<file path="config.mk">
export PLATFORM = sky130hd
export DESIGN_NAME = decode_stage
export DESIGN_NICKNAME = d
export VERILOG_FILES = /design/src/rtl/decode_stage.sv
export SDC_FILE = /design/constraint.sdc
export NUM_CORES = 1
export LEC_CHECK = 0
export ABC_CLOCK_PERIOD_IN_PS = 7190
export CAP_MARGIN = 10
export CORE_MARGIN = 8
export CORE_UTILIZATION = 35
export CTS_BUF_LIST = sky130_fd_sc_hd__clkbuf_16
export CTS_CLUSTER_SIZE = 12
export DETAILED_ROUTE_END_ITERATION = 7
export GPL_TIMING_DRIVEN = 0
export PLACE_DENSITY = 0.83
export REMOVE_ABC_BUFFERS = 1
export SYNTH_ARGS = -nofsm -noshare
export SYNTH_HDL_FRONTEND = slang
export SYNTH_SLANG_ARGS = --single-unit
</file>
<file path="constraint.sdc">
create_clock -name clk -period 7.19 [get_ports clk]
set_input_delay 2.157 -clock clk [delete_from_list [all_inputs] [get_ports clk]]
set_output_delay 2.157 -clock clk [all_outputs]
set_load 0.02 [all_outputs]
</file>
<file path="src/rtl/decode_stage.sv">
// rtl/decode_stage.sv - instruction decode, operand bypass/forwarding, hazard stall and ID/EX register
// Optional macro FWD_EN enables ID/EX and EX/MEM forwarding; without it the stage stalls on in-flight writers.
module decode_stage #(
  parameter int DATA_W = 8
) (
  input  logic              clk,
  input  logic              reset,
  input  logic              if_valid,
  input  logic [15:0]       if_instr,
  output logic              id_stall,
  input  logic              flush,
  output logic [2:0]        rf_src1,
  output logic [2:0]        rf_src2,
  input  logic [DATA_W-1:0] rf_rdata1,
  input  logic [DATA_W-1:0] rf_rdata2,
  input  logic              exm_regwrite,
  input  logic              exm_memread,
  input  logic [2:0]        exm_dest,
  input  logic [DATA_W-1:0] exm_data,
  input  logic              wb_write,
  input  logic [2:0]        wb_dest,
  input  logic [DATA_W-1:0] wb_data,
  output logic              ex_valid,
  output logic [3:0]        ex_op,
  output logic [2:0]        ex_rd,
  output logic [DATA_W-1:0] ex_a,
  output logic [DATA_W-1:0] ex_b,
  output logic              ex_regwrite,
  output logic              ex_memread,
  output logic              ex_memwrite,
  output logic              ex_fwd_a,
  output logic              ex_fwd_b,
  output logic              illegal,
  output logic              halted
);

  logic [3:0]        op;
  logic [2:0]        rd;
  logic [2:0]        rs1;
  logic [2:0]        rs2;
  logic [DATA_W-1:0] imm_ext;
  logic              use1;
  logic              use2;

  assign op      = if_instr[15:12];
  assign rd      = if_instr[11:9];
  assign rs1     = if_instr[8:6];
  assign rs2     = if_instr[5:3];
  assign imm_ext = DATA_W'(if_instr[7:0]);

  always_comb begin
    use1 = 1'b0;
    use2 = 1'b0;
    case (op)
      4'h1, 4'h2, 4'h3, 4'h4, 4'h5, 4'hA: begin
        use1 = 1'b1;
        use2 = 1'b1;
      end
      4'h6, 4'h8, 4'h9: use1 = 1'b1;
      default: ;
    endcase
  end

  // ADDI reads its own destination as the first operand
  assign rf_src1 = (op == 4'h8) ? rd : rs1;
  assign rf_src2 = rs2;

  logic idex1, idex2, exm1, exm2, wb1, wb2;
  assign idex1 = ex_valid && ex_regwrite && (ex_rd == rf_src1);
  assign idex2 = ex_valid && ex_regwrite && (ex_rd == rf_src2);
  assign exm1  = exm_regwrite && (exm_dest == rf_src1);
  assign exm2  = exm_regwrite && (exm_dest == rf_src2);
  assign wb1   = wb_write && (wb_dest == rf_src1);
  assign wb2   = wb_write && (wb_dest == rf_src2);

  logic [DATA_W-1:0] opnd1, opnd2;
  logic              haz1, haz2, fwd1, fwd2;

`ifdef FWD_EN
  assign opnd1 = (exm1 && !exm_memread) ? exm_data : (wb1 ? wb_data : rf_rdata1);
  assign opnd2 = (exm2 && !exm_memread) ? exm_data : (wb2 ? wb_data : rf_rdata2);
  assign haz1  = (idex1 && ex_memread) || (exm1 && exm_memread);
  assign haz2  = (idex2 && ex_memread) || (exm2 && exm_memread);
  assign fwd1  = idex1 && !ex_memread;
  assign fwd2  = idex2 && !ex_memread;
`else
  logic unused_exm;
  assign unused_exm = ^{exm_data, exm_memread};
  assign opnd1 = wb1 ? wb_data : rf_rdata1;
  assign opnd2 = wb2 ? wb_data : rf_rdata2;
  assign haz1  = idex1 || exm1;
  assign haz2  = idex2 || exm2;
  assign fwd1  = 1'b0;
  assign fwd2  = 1'b0;
`endif

  logic hazard, accept, issue;
  assign hazard   = (use1 && haz1) || (use2 && haz2);
  assign id_stall = halted || (if_valid && !flush && hazard);
  assign accept   = if_valid && !flush && !halted && !hazard;
  // HALT and opcodes C-F are accepted but leave a bubble behind
  assign issue    = accept && (op <= 4'hA);

  always_ff @(posedge clk) begin
    if (reset) begin
      ex_valid    <= 1'b0;
      ex_op       <= 4'd0;
      ex_rd       <= 3'd0;
      ex_a        <= '0;
      ex_b        <= '0;
      ex_regwrite <= 1'b0;
      ex_memread  <= 1'b0;
      ex_memwrite <= 1'b0;
      ex_fwd_a    <= 1'b0;
      ex_fwd_b    <= 1'b0;
      illegal     <= 1'b0;
      halted      <= 1'b0;
    end else begin
      ex_valid    <= issue;
      ex_op       <= issue ? op : 4'd0;
      ex_rd       <= issue ? rd : 3'd0;
      ex_a        <= (issue && use1) ? opnd1 : '0;
      ex_b        <= !issue ? '0 :
                     use2 ? opnd2 :
                     ((op == 4'h7) || (op == 4'h8)) ? imm_ext : '0;
      ex_regwrite <= issue && (op >= 4'h1) && (op <= 4'h9);
      ex_memread  <= issue && (op == 4'h9);
      ex_memwrite <= issue && (op == 4'hA);
      ex_fwd_a    <= issue && use1 && fwd1;
      ex_fwd_b    <= issue && use2 && fwd2;
      illegal     <= accept && (op >= 4'hC);
      if (accept && (op == 4'hB))
        halted <= 1'b1;
    end
  end

endmodule

</file>
* Word-level counts from Yosys, hierarchy flattened
Index checks and enable logic that the tools add are counted.
** Storage, ports and cells
- Flip-flop bits (word level) :: 29
- Bits in latches :: 0
- RAM bits :: 0
- Memory bits (read-only) :: 0
- Input bits :: 61
- Output and inout port bits :: 38
- Word-level logic and storage cells :: 73
- Memories kept :: 0
** Cells by class
- Add/sub/neg operators :: 0
- Multipliers :: 0
- Div/mod/pow operators :: 0
- Magnitude comparators :: 4
- Equality and inequality tests :: 17
- Shifts and indexed selects :: 0
- Muxes and demuxes :: 7
- Bitwise operators :: 2
- Reduce and logical (&&, ||, !) cells :: 33
** Operator list (number)
- $mux 8 :: 4
- $logic_and 1x1->1 :: 21
- $eq 3x3->1 :: 6
- $eq 4x3->1 const B :: 4
- $eq 4x4->1 const B :: 4
- $reduce_or 9->1 :: 1
- $eq 4x2->1 const B :: 2
- $le 4x4->1 const B :: 2
- $reduce_or 6->1 :: 1
- $logic_or 1x1->1 :: 5
- $eq 4x1->1 const B :: 1
- $ge 4x1->1 const B :: 1
- $ge 4x4->1 const B :: 1
- $reduce_or 2->1 :: 2
- $logic_not 1->1 :: 3
- $mux 3 :: 1
- $mux 1 :: 2
- $not 1->1 :: 2

* Longest topological paths before layout
Gate-level depths: netlist (run 1).
- Depth in word-level cells :: 13
- Gate-level depth with buffers :: 9

* Worst setup path after synthesis (run 1)
OpenSTA, ideal clock, no wires.
- Path kind :: input to output
- Start point :: input port if_instr[14]
- End point :: output port id_stall
- Arrival :: 4040 ps
- Required time :: 5033 ps
- Slack :: 993 ps
- Stages :: 8
- Buffers on the path :: 3
- Cells stage by stage :: buf_6 or4b_1 buf_4 mux2i_4 a22oi_1 a22o_1 buf_6 a2bb2oi_1
** On the way
- Word-level cells in the longest chain between the ends :: 9
- Elaborated cells on any way between the ends :: 24
- Those cells by class :: 11 x eq/ne; 3 x mux; 10 x reduce/logical
** RTL lines
- start: declaration :: RTL line 9 : input logic [15:0] if_instr,
- $eq 4x4->1 :: RTL line 54, 65
- $mux 3 :: RTL line 65 : assign rf_src1 = (op == 4'h8) ? rd : rs1;
- $eq 3x3->1 (on tied branches) :: RTL line 69, 71
- $logic_and 1x1->1 (on tied branches) :: RTL line 69, 71
- $logic_or 1x1->1 :: RTL line 91 : assign haz1 = idex1 || exm1;
- $logic_and 1x1->1 :: RTL line 98 : assign hazard = (use1 && haz1) || (use2 && haz2);
- $logic_or 1x1->1 * :: RTL line 98
- $logic_and 1x1->1 * :: RTL line 99 : assign id_stall = halted || (if_valid && !flush && hazard);
- $logic_or 1x1->1 * :: RTL line 99
- end: declaration :: RTL line 10 : output logic id_stall,
Mark *: on every way between the ends. The rest lies on a longest branch, timed or not.

* Worst setup path in the final report (run 1)
- Start point :: input port if_instr[13]
- End point :: output port id_stall
Same word-level chain as after synthesis.

==> results of run 1 <==
## state kept, by name, summed over array words and instances (netlist names)
signal and count:
ex_a 8, ex_b 8, ex_memread 1, ex_memwrite 1, ex_op 4, ex_rd 3, ex_regwrite 1, ex_valid 1
halted 1, illegal 1
## repair_timing
action | 4_1_cts | 5_1_grt
gates cloned | 1 | 0
gates resized for setup | 8 | 2
setup endpoints to repair | 1 | 1
pin swaps | 0 | 0
setup buffers | 0 | 0
hold endpoints to repair | 0 | 0
## metal layers
| layer | vias to the layer above | track usage, % | wire [um] |
|---|---|---|---|
| met2 | 84 | 27.63 | 2902 |
| met1 | 889 | 19.05 | 2652 |
| li1 | 928 | - | - |
| met3 | 11 | 5.571 | 671 |
| met5 | - | 0 | 0 |
| met4 | 0 | 4.608 | 106 |
## where the power goes
part / switching, mW / total, mW / internal [mW] / leakage (nW)
clock: 0.0649 / 0.188 / 0.123 / 0.0685
sequential: 0.00174 / 0.167 / 0.165 / 0.235
combinational: 0.0603 / 0.117 / 0.0564 / 0.736
total: 0.127 / 0.471 / 0.344 / 1.04
## cells in the final DEF (no fill, tap or decap), drive strengths merged, types with 2 or more instances in the layout
master	synthesis	routed
a22oi	9	9
mux2	8	8
o21ai	8	8
nand3	2	2
nor2	7	7
nand2	15	15
dfxtp	29	29
clkdlybuf4s50	0	82
o221ai	4	4
and2	4	4
dlygate4sd2	0	3
nor4	2	2
xor2	8	8
a22o	1	2
mux2i	2	2
nor3	18	18
conb	1	2
xnor2	8	8
nand2b	6	6
nor2b	3	3
a211oi	11	11
inv	8	9
a21oi	3	3
o31ai	11	11
nand4	11	11
clkbuf	3	5
## stage by stage
step / TNS [ns] / std cells / total power, mW / hold slack (ns) / setup WS [ns]
detailed placement: -0.9298 / 350 / 0.2845 / 0.5261 / -0.9298
finish: 0 / 358 / 0.4713 / 0.5360 / 0.5184
global route: 0 / 358 / 0.4916 / 0.5727 / 0.3556
global placement: -0.9268 / 349 / 0.2804 / 0.5104 / -0.9268
floorplan: 0 / 192 / 0.2220 / 0.5905 / 0.4840
CTS: 0 / 358 / 0.4745 / 0.5411 / 0.1281
## final cells by class
class,count,area [um2]
fillers,474,2218
flip-flops and latches,29,580.6
inverters,8,30.03
clock buffers,5,125.1
well taps,70,87.58
multi-input cells,156,1174
repair buffers,88,884.6
clock inverters,2,7.507
## critical path, stage by stage
cell and delay [ns]:
dlygate4sd2_1 0.38, or4b_4 0.67, mux2i_4 0.24, a22oi_1 0.31
a22o_4 0.31, a2bb2oi_1 0.19, dlymetal6s2s_1 0.25
## final timing paths
| path | from | end | slack, ns |
|---|---|---|---|
| max reg2reg | ex_rd[2] | ex_a[5] | 5.25 |
| min | halted | halted | 0.54 |
| max | if_instr[13] | id_stall | 0.52 |
| min reg2reg | halted | halted | 0.54 |
## kinds of logic (layout without fill, tap and decap cells)
group | after synthesis | count (layout) | share of synthesized area [%]
and+or+nand+nor | 74 | 74 | 24.63
AOI/OAI and AO/OA | 53 | 54 | 20.83
DFF | 29 | 29 | 31.48
buffers and inverters | 24 | 103 | 7.530
xor gates and xnor gates | 16 | 16 | 8.006
muxes | 10 | 10 | 7.327
other | 1 | 2 | 0.2033
==> results.md, run 1 <==
* CTS tree: built
* PwrDens at 163.1 nW/um2
* Max-Cap Viols at 0
* Die ar. at 7848 um2
* Max Slew Vio Count at 0
* FMAX at 149.9 MHz
* Mean Syn Cell Area at 8.910 um2
* Slew HR at 34.15%
* Hold Path Stages at 2
* Worst EP arrival at 4.51 ns
* Required time worst endpoint at just over 5 ns
* Total Routed Length at 6.332 mm
* Synth-to-layout area growth at 56.65%
* Clock Tree Root: clkbuf_16
* Hpwl dp at around 4.8 mm
* Endpoints failing setup at 0
* IO Count at ~100
* Fin crit share at a little over 90%
* Largest net degree at the start of global routing at 16
* Post-DR vias/cell at 5.341
* Clock Latency Late Sink at 0.27 ns
* Gr ovfl total at 0
* Total number of vias at 1912
* Vias in the first global route at ~1900
* Pre-Repair DR Iteration Count at 5
* CTS buffer count at 5
* First-pass GRT wire length at 10.01 mm
* Clk sink count at 29
* Worst Path Max Fanout at 15
* Antenna-violating nets left at 0
* Outcome: finished clean
* Initial antenna violation count at 0
* Post-cts hold buffer count at 0
* Drt wl/cell at around 18 um
* PortBufs at 87
* GRT Util Overall at 16.35%
* Async SR Flop Fraction at 0%
* Top cell type's share of synthesized area at 31.48%
* Startpoint Class: input port
* Cell area after synthesis at 1844 um2
* Post-synth EDFFs at 0
* Chip width at about 89 um
* Min Tclk post-route at 6.672 ns
* Layout cells sized above 1 at around 12%
* Starting Density at between 30 and 40%
* Final Wtd Congestion at 0.9136
* RSZ-0062 raised after global routing: false
* Final Core Density at 56.57%
* Max VDD drop at 0.1218 mV
* Final Instance Area at 2889 um2
* Placed instance area at 2726 um2
* Reg2Reg Depth at 5
* Ys flop type: dfxtp_1
* Number of cell rows at 26
* Post-synth cell types at 45
* Post-synth top area cell: dfxtp_1
* Most common cell in the synthesized netlist: dfxtp_1
* Ant diodes at 0
* H-tree lvl count at 2
* Die Height at 88.59 um
* DRT iter0 DRCs at 82
* Synth top cells by count: dfxtp_1 (29), nand2_1 (15), a211oi_1 (11), nand4_1 (11)
* Clk_skew at 0.003946 ns
* Leakage at 1.039 nW
* CTS clk-pin slew, worst paths at 0.05 ns
* Top post-synthesis cells by area: dfxtp_1 (31%), nor3_2 (5.4%), mux2_2 (4.9%)
* Max clock buf depth at 2
* Final hold vios at 0
* Warnings from Yosys at 0
* Final #Nets at 349
* Part of the Yosys area used for sequential elements at 31.48%
* Crit path capture type: output port
* # DRC at 0
* Yosys reg bits at 29
* Hold crit path type: register to register
* Post-synthesis cell count at 207
* Crit Path Category: input port to output port
* Core area at 5107 um2
* Worst slew pin tran at 0.9832 ns
Power figures use the tool's default switching activity.
==> run 2, diff against run 1 <==
- CORE_ASPECT_RATIO: default -> 1.1
- CTS_BUF_LIST: sky130_fd_sc_hd__clkbuf_16 -> default
==> run 2 against run 1 <==
Compared with the run above:
- worst hold slack worse by 0.0043 ns
- critical path depth unchanged
- global-route usage down 1.1 points
- maximum frequency down 3.5%
- total power down 7.5%
- core utilization up 0.21 points
- count of clock-buffer cells in the layout up 2
- cell area down 1.1%
==> results.md, run 2 (synthesis results as in run 1) <==
* Gr ovfl total at 0 (unchanged)
* Hold Path Stages at 2 (unchanged)
* Final #Nets at 350 (+0.29%)
* Clock Latency Late Sink at 0.29 ns (+0.02 ns)
* Worst EP arrival at 4.76 ns (+0.25 ns)
* Max clock buf depth at 2 (unchanged)
* Multi-input gate area at 1177 um2 (+0.32%)
* Total negative slack at 0 ns (unchanged)
* Slew HR at 36.95% (+2.8 points)
* Crit-path leading delay family: buffers and inverters
* CP Cell Sequence: dlygate4sd2_1 -> or4b_4 -> mux2i_4 -> a22oi_1 -> a22o_4 -> a2bb2oi_1 -> clkdlybuf4s50_1
* GRT Util Overall at 15.27% (-1.1 points)
* FMAX at 144.6 MHz (-3.5%)
* Core area at 5034 um2 (-1.4%)
* CP max-delay cell: clkdlybuf4s50_1
* R2R setup slack at 5.27 ns (+0.02 ns)
* Antenna-violating nets left at 0 (unchanged)
* Layout cells sized above 1 at 13.79% (+1.6 points)
* Pre-Repair DR Iteration Count at 6 (+1)
* Max-Cap Viols at 0 (unchanged)
* IO Count at 99 (unchanged)
* Vias in the first global route at 1953 (+0.88%)
* Biggest regs: ex_a x8, ex_b x8, ex_op x4
* Reg2Reg Depth at 4 (-1)
* CTS tree: built
* Worst slew pin tran at 0.9414 ns (-0.04184 ns)
* Crit Path Category: input port to output port
* Final hold slack at 0.5317 ns (-0.004272 ns)
* Die Height at 92.14 um (+4.0%)
* Chip width at 85.21 um (-3.8%)
* Commonest non-fill, non-tap cell in the layout: clkdlybuf4s50_1
* DRT iter0 DRCs at 83 (+1.2%)
* Number of cell rows at 27 (+3.8%)
* Final Core Density at 56.77% (+0.21 points)
* Total Routed Length at 5.987 mm (-5.4%)
* Ant diodes at 0 (unchanged)
* Startpoint Class: input port
* Hpwl dp at 4.606 mm (-4.0%)
* Largest stage delay on the critical path at 0.63 ns (-0.04 ns)
* Outcome: finished clean
* CTS clk-pin slew, worst paths at 0.06 ns (about the same)
* Placed instance count at 338 (-3.4%)
* Drt wl/cell at 17.20 um (-2.7%)
* Final Wtd Congestion at 0.8547 (-6.4%)
* Synth-to-layout area growth at 54.95%
* Starting Density at 36.64% (+0.53 points)
* Clock Tree Root: clkbuf_8
* Min Tclk post-route at 6.916 ns (+0.2440 ns)
* PortBufs at 87 (unchanged)
* Reg area at 580.6 um2 (unchanged)
* Total number of vias at 1881 (-1.6%)
* Worst Path Max Fanout at 13 (-2)
* Fin crit share at 96.18% (+3.4 points)
* Post-Layout Cell Count at 348 (-2.8%)
* Die ar. at 7851 um2 (about the same)
* FILL cells at 455 (-4.0%)
* Endpoints failing setup at 0 (unchanged)
* CP endpoint: id_stall
* CP bufs+invs at 2 (unchanged)
* H-tree lvl count at 2 (unchanged)
* Most frequent cells in the layout: clkdlybuf4s50_1 (83), dfxtp_1 (29), nand2_1 (15), a211oi_1 (11), nand4_1 (11)
* Post-cts hold buffer count at 0 (unchanged)
* Crit path capture type: output port
* Total power at 435.9 uW (-7.5%)
* Clk sink count at 29 (unchanged)
* Max Slew Vio Count at 0 (unchanged)
* Worst R2R Start: ex_rd[2]
* Final hold vios at 0 (unchanged)
* Leakage at 1.029 nW (-0.97%)
* CP Depth at 7 (unchanged)
* Post-DR vias/cell at 5.405 (+1.2%)
* Worst setup path startpoint: if_instr[15]
* Initial antenna violation count at 0 (unchanged)
* # DRC at 0 (unchanged)
* Max VDD drop at 0.08914 mV (-27%)
* PwrDens at 152.5 nW/um2 (-6.5%)
* RSZ-0062 raised after global routing: false
* R2r endpoint: ex_memwrite
* CTS buffer count at 5 (unchanged)
* Required time worst endpoint at 5.03 ns (about the same)
* Clk_skew at 0.01325 ns (+0.009307 ns)
* Hold crit path type: register to register
* Largest net degree at the start of global routing at 18 (+2)
* First-pass GRT wire length at 9.501 mm (-5.1%)
==> run 2: how the worst min path moves through the flow <==
| stage | from | endpoint |
|---|---|---|
| 3_5_place_dp | halted | halted |
| 5_1_grt | halted | halted |
| 2_1_floorplan | halted | halted |
| 4_1_cts | halted | halted |
| 6_report | halted | halted |
| 3_3_place_gp | halted | halted |
==> run 2: worst min-delay path, stage by stage (launching register included) <==
cell     delay, ns
dfxtp_1       0.37
a21oi_1       0.05
nor2_1        0.07
==> run 2: layer usage <==
metal	vias to the layer above	wire, um	track usage [%]
met5	-	0	0
met1	849	2633	17.75
met2	92	2748	25.16
met4	0	57	4.755
met3	7	548	5.888
li1	933	-	-
==> run 2: per-stage QoR <==
step | area (um2) | setup WS, ns
final | 2858 | 0.2744
after detailed placement | 2711 | -0.9122
after global placement | 2683 | -0.8814
after floorplan | 1739 | 0.4840
after CTS | 2849 | 0.06929
after global routing | 2858 | 0.1511
==> run 2: where the power goes <==
part           internal (mW)  leakage (nW)  switching, mW
sequential             0.164         0.235        0.00151
clock                 0.0865        0.0542         0.0682
combinational         0.0569         0.740         0.0585
total                  0.308          1.03          0.128
==> run 2: area by class of cell <==
class                      count  share of cell area [%]
multi-input combinational    156                   41.20
clock inverter                 1                  0.1751
inverter                       8                   1.051
timing repair buffer          89                   31.35
sequential                    29                   20.32
clock buffer                   7                   3.371
tap                           58                   2.539
==> run 2: timing repair <==
item	in CTS	in global routing
cloned	1	0
buffers inserted	1	0
gates resized for setup	6	3
pin swaps	1	0
endpoints found under the hold margin	0	0
setup endpoints to repair	1	1
==> run 3, diff against run 2 <==
- ABC_CLOCK_PERIOD_IN_PS: 7190 -> 6000
- PLACE_DENSITY: 0.83 -> 0.86
- clock period: 7.19 -> 6 ns (I/O delays scaled with it)
==> run 3 against run 2 <==
Compared with the run above:
- core utilization shrank 0.52 points
- critical path depth is the same
- highest routed layer unchanged
- sequential power grew 20%
- routed wire length grew 2.7%
- register-to-register slack lost 1.2 ns
- worst hold slack gained 0.013 ns
- clock skew shrank 0.0035 ns
- die area is the same
- cell area shrank 0.92%
- largest power group unchanged
==> results.md, run 3 (synthesis results as in run 1) <==
* Outcome: finished clean
* H-tree lvl count at 2 (unchanged)
* Fin crit share at 95.33%
* R2R setup slack at 4.09 ns (-1.18 ns)
* Hpwl dp at 4.727 mm (+2.6%)
* Start point of the worst hold path: halted
* Die ar. at 7851 um2 (unchanged)
* # DRC at 0 (unchanged)
* Reg power frac at 39.6% (+1.6 points)
* Hold Path Stages at 2 (unchanged)
* Met2 Wirelength at 2.832 mm (+3.1%)
* Clk_skew at 0.009765 ns (-0.003488 ns)
* Crit-path leading delay family: simple AND/OR/NAND/NOR gates
* Worst Path Max Fanout at 13 (unchanged)
* Worst R2R Start: ex_rd[1]
* Post-DR vias/cell at 5.523 (+2.2%)
* Clk sink count at 29 (unchanged)
* Layout cells sized above 1 at 14.14% (+0.34 points)
* CTS buffer count at 5 (unchanged)
* Number of cell rows at 27 (unchanged)
* Crit path capture type: output port
* Min Tclk post-route at 5.720 ns
* CTS tree: built
* Starting Density at 36.64% (unchanged)
* PwrDens at 177.0 nW/um2 (+16%)
* Endpoints failing setup at 0 (unchanged)
* Gr ovfl total at 0 (unchanged)
* Largest stage delay on the critical path at 0.66 ns (+0.03 ns)
* Top sig layer: met4
* FMAX at 174.8 MHz
* Max VDD drop at 0.07867 mV (-12%)
* Final worst slack at 0.2805 ns (+0.006093 ns)
* Switching power total at 156.7 uW (+22%)
* Crit Path Category: input port to output port
* Place WS at -1.384 ns (-0.4723 ns)
* Leakage at 1.003 nW (-2.5%)
* Post-cts hold buffer count at 0 (unchanged)
* Slew HR at 35.96% (-0.99 points)
* Startpoint Class: input port
* Max-Cap Viols at 0 (unchanged)
* Placed instance area at 2711 um2 (unchanged)
* Core area at 5034 um2 (unchanged)
* Power share of the clock group at 32.7% (-2.8 points)
* R2r endpoint: ex_valid
* CP max-delay cell: or4b_4
* Worst setup path startpoint: if_instr[13]
* Initial antenna violation count at 0 (unchanged)
* Worst slew pin tran at 0.9562 ns (+0.01481 ns)
* Pre-Repair DR Iteration Count at 4 (-2)
* Largest net degree at the start of global routing at 18 (unchanged)
* Drt wl/cell at 17.66 um (+2.7%)
* Max Slew Vio Count at 0 (unchanged)
* Commonest non-fill, non-tap cell in the layout: clkdlybuf4s50_1
* Reg2Reg Depth at 4 (unchanged)
* M1 WL at 2.636 mm (+0.11%)
* Max clock buf depth at 2 (unchanged)
* Chip width at 85.21 um (unchanged)
* CP Cell Sequence: dlygate4sd2_1 -> or4b_4 -> mux2i_4 -> a22oi_1 -> a22o_4 -> a2bb2oi_1 -> clkbuf_2
* CP bufs+invs at 2 (unchanged)
* Vias in the first global route at 2013 (+3.1%)
* Synth-to-layout area growth at 53.53%
* Final Wtd Congestion at 0.8414 (-1.6%)
* DRT iter0 DRCs at 101 (+22%)
* First-pass GRT wire length at 9.901 mm (+4.2%)
* PortBufs at 87 (unchanged)
* Min-Delay Endpoint: halted
* Ant diodes at 0 (unchanged)
* Hold crit path type: register to register
* Antenna-violating nets left at 0 (unchanged)
* Final #Nets at 350 (unchanged)
* P_int at 344.5 uW (+12%)
* GRT Util Overall at 15.67% (+0.40 points)
* Final Instance Area at 2831 um2 (-0.92%)
* Switching part of the total power at 31.27% (+1.8 points)
* Clock Tree Root: clkbuf_8
* Total Routed Length at 6.147 mm (+2.7%)
* RSZ-0062 raised after global routing: false
* Most frequent cells in the layout: clkdlybuf4s50_1 (82), dfxtp_1 (29), nand2_1 (15), a211oi_1 (11), nand4_1 (11)
* Gate power share at 27.7% (+1.2 points)
* Biggest regs: ex_a x8, ex_b x8, ex_op x4
* Final hold vios at 0 (unchanged)
* CTS clk-pin slew, worst paths at 0.07 ns (about the same)
* Worst EP arrival at 3.92 ns (-0.84 ns)
* IO Count at 99 (unchanged)
* Die Height at 92.14 um (unchanged)
* Total number of vias at 1922 (+2.2%)
* Clock Latency Late Sink at 0.29 ns (about the same)
* Wire length on met3 at 653 um (+19%)
* Required time worst endpoint at 4.20 ns (-0.83 ns)
-- run 3: changes by cell type in the layout (fill, tap and decap cells not counted) --
cell             previous run  this run
clkbuf_2                    0         1
clkbuf_8                    7         5
clkdlybuf4s15_1             0         1
clkdlybuf4s50_1            83        82
clkinv_2                    1         2
clkinvlp_4                  0         1
dlygate4sd2_1               2         3
dlymetal6s2s_1              2         0
-- run 3: power groups by stage --
stage	logic [mW]	registers [mW]	clock network, mW
floorplan	0.0574	0.209	0
global placement	0.132	0.203	0
detailed placement	0.137	0.203	0
CTS	0.139	0.199	0.166
global route	0.150	0.199	0.172
finish	0.139	0.199	0.164
-- run 3: worst max-delay path by stage --
stage / endpoint / cells past startpoint / slack, ns
floorplan: id_stall / 5 / 0.008
global placement: id_stall / 7 / -1.34
detailed placement: id_stall / 7 / -1.38
CTS: id_stall / 7 / 0.14
global route: id_stall / 7 / 0.14
finish: id_stall / 7 / 0.28
-- run 3: final cells by class --
| cell class | instances | area, um2 |
|---|---|---|
| well taps | 58 | 72.57 |
| repair buffers | 89 | 884.6 |
| clock buffers | 5 | 68.82 |
| inverters | 8 | 30.03 |
| flip-flops and latches | 29 | 580.6 |
| fillers | 462 | 2202 |
| multi-input cells | 156 | 1177 |
| clock inverters | 3 | 17.52 |
-- run 3: through the flow --
step | utilization, % | setup TNS, ns | cells | hold slack [ns] | power [mW]
global placement | 53.29 | -4.758 | 337 | 0.5103 | 0.3347
CTS | 56.33 | 0 | 348 | 0.5427 | 0.5039
finish | 56.25 | 0 | 348 | 0.5443 | 0.5012
global route | 56.25 | 0 | 348 | 0.6009 | 0.5209
detailed placement | 53.87 | -1.384 | 338 | 0.5201 | 0.3398
floorplan | - | 0 | 192 | 0.5905 | 0.2660
-- run 3: layer usage --
metal / global-route usage, % / up-vias
met3: 5.798 / 4
met2: 25.81 / 88
met1: 18.24 / 898
met5: 0 / -
met4: 5.201 / 0
li1: - / 932
-- run 3: timing repair --
item,4_1_cts,5_1_grt
gates resized for setup,11,2
buffers inserted,1,0
pin swaps,1,0
setup endpoints to repair,1,1
gates cloned,1,0
-- run 3: worst reg2reg max path, delay by kind of cell, from the launching register on --
| kind | cells | cell delay (ns) |
|---|---|---|
| compound gates | 2 | 1.10 |
| flops | 1 | 0.47 |
| xor+xnor | 1 | 0.11 |
| simple gates | 1 | 0.10 |
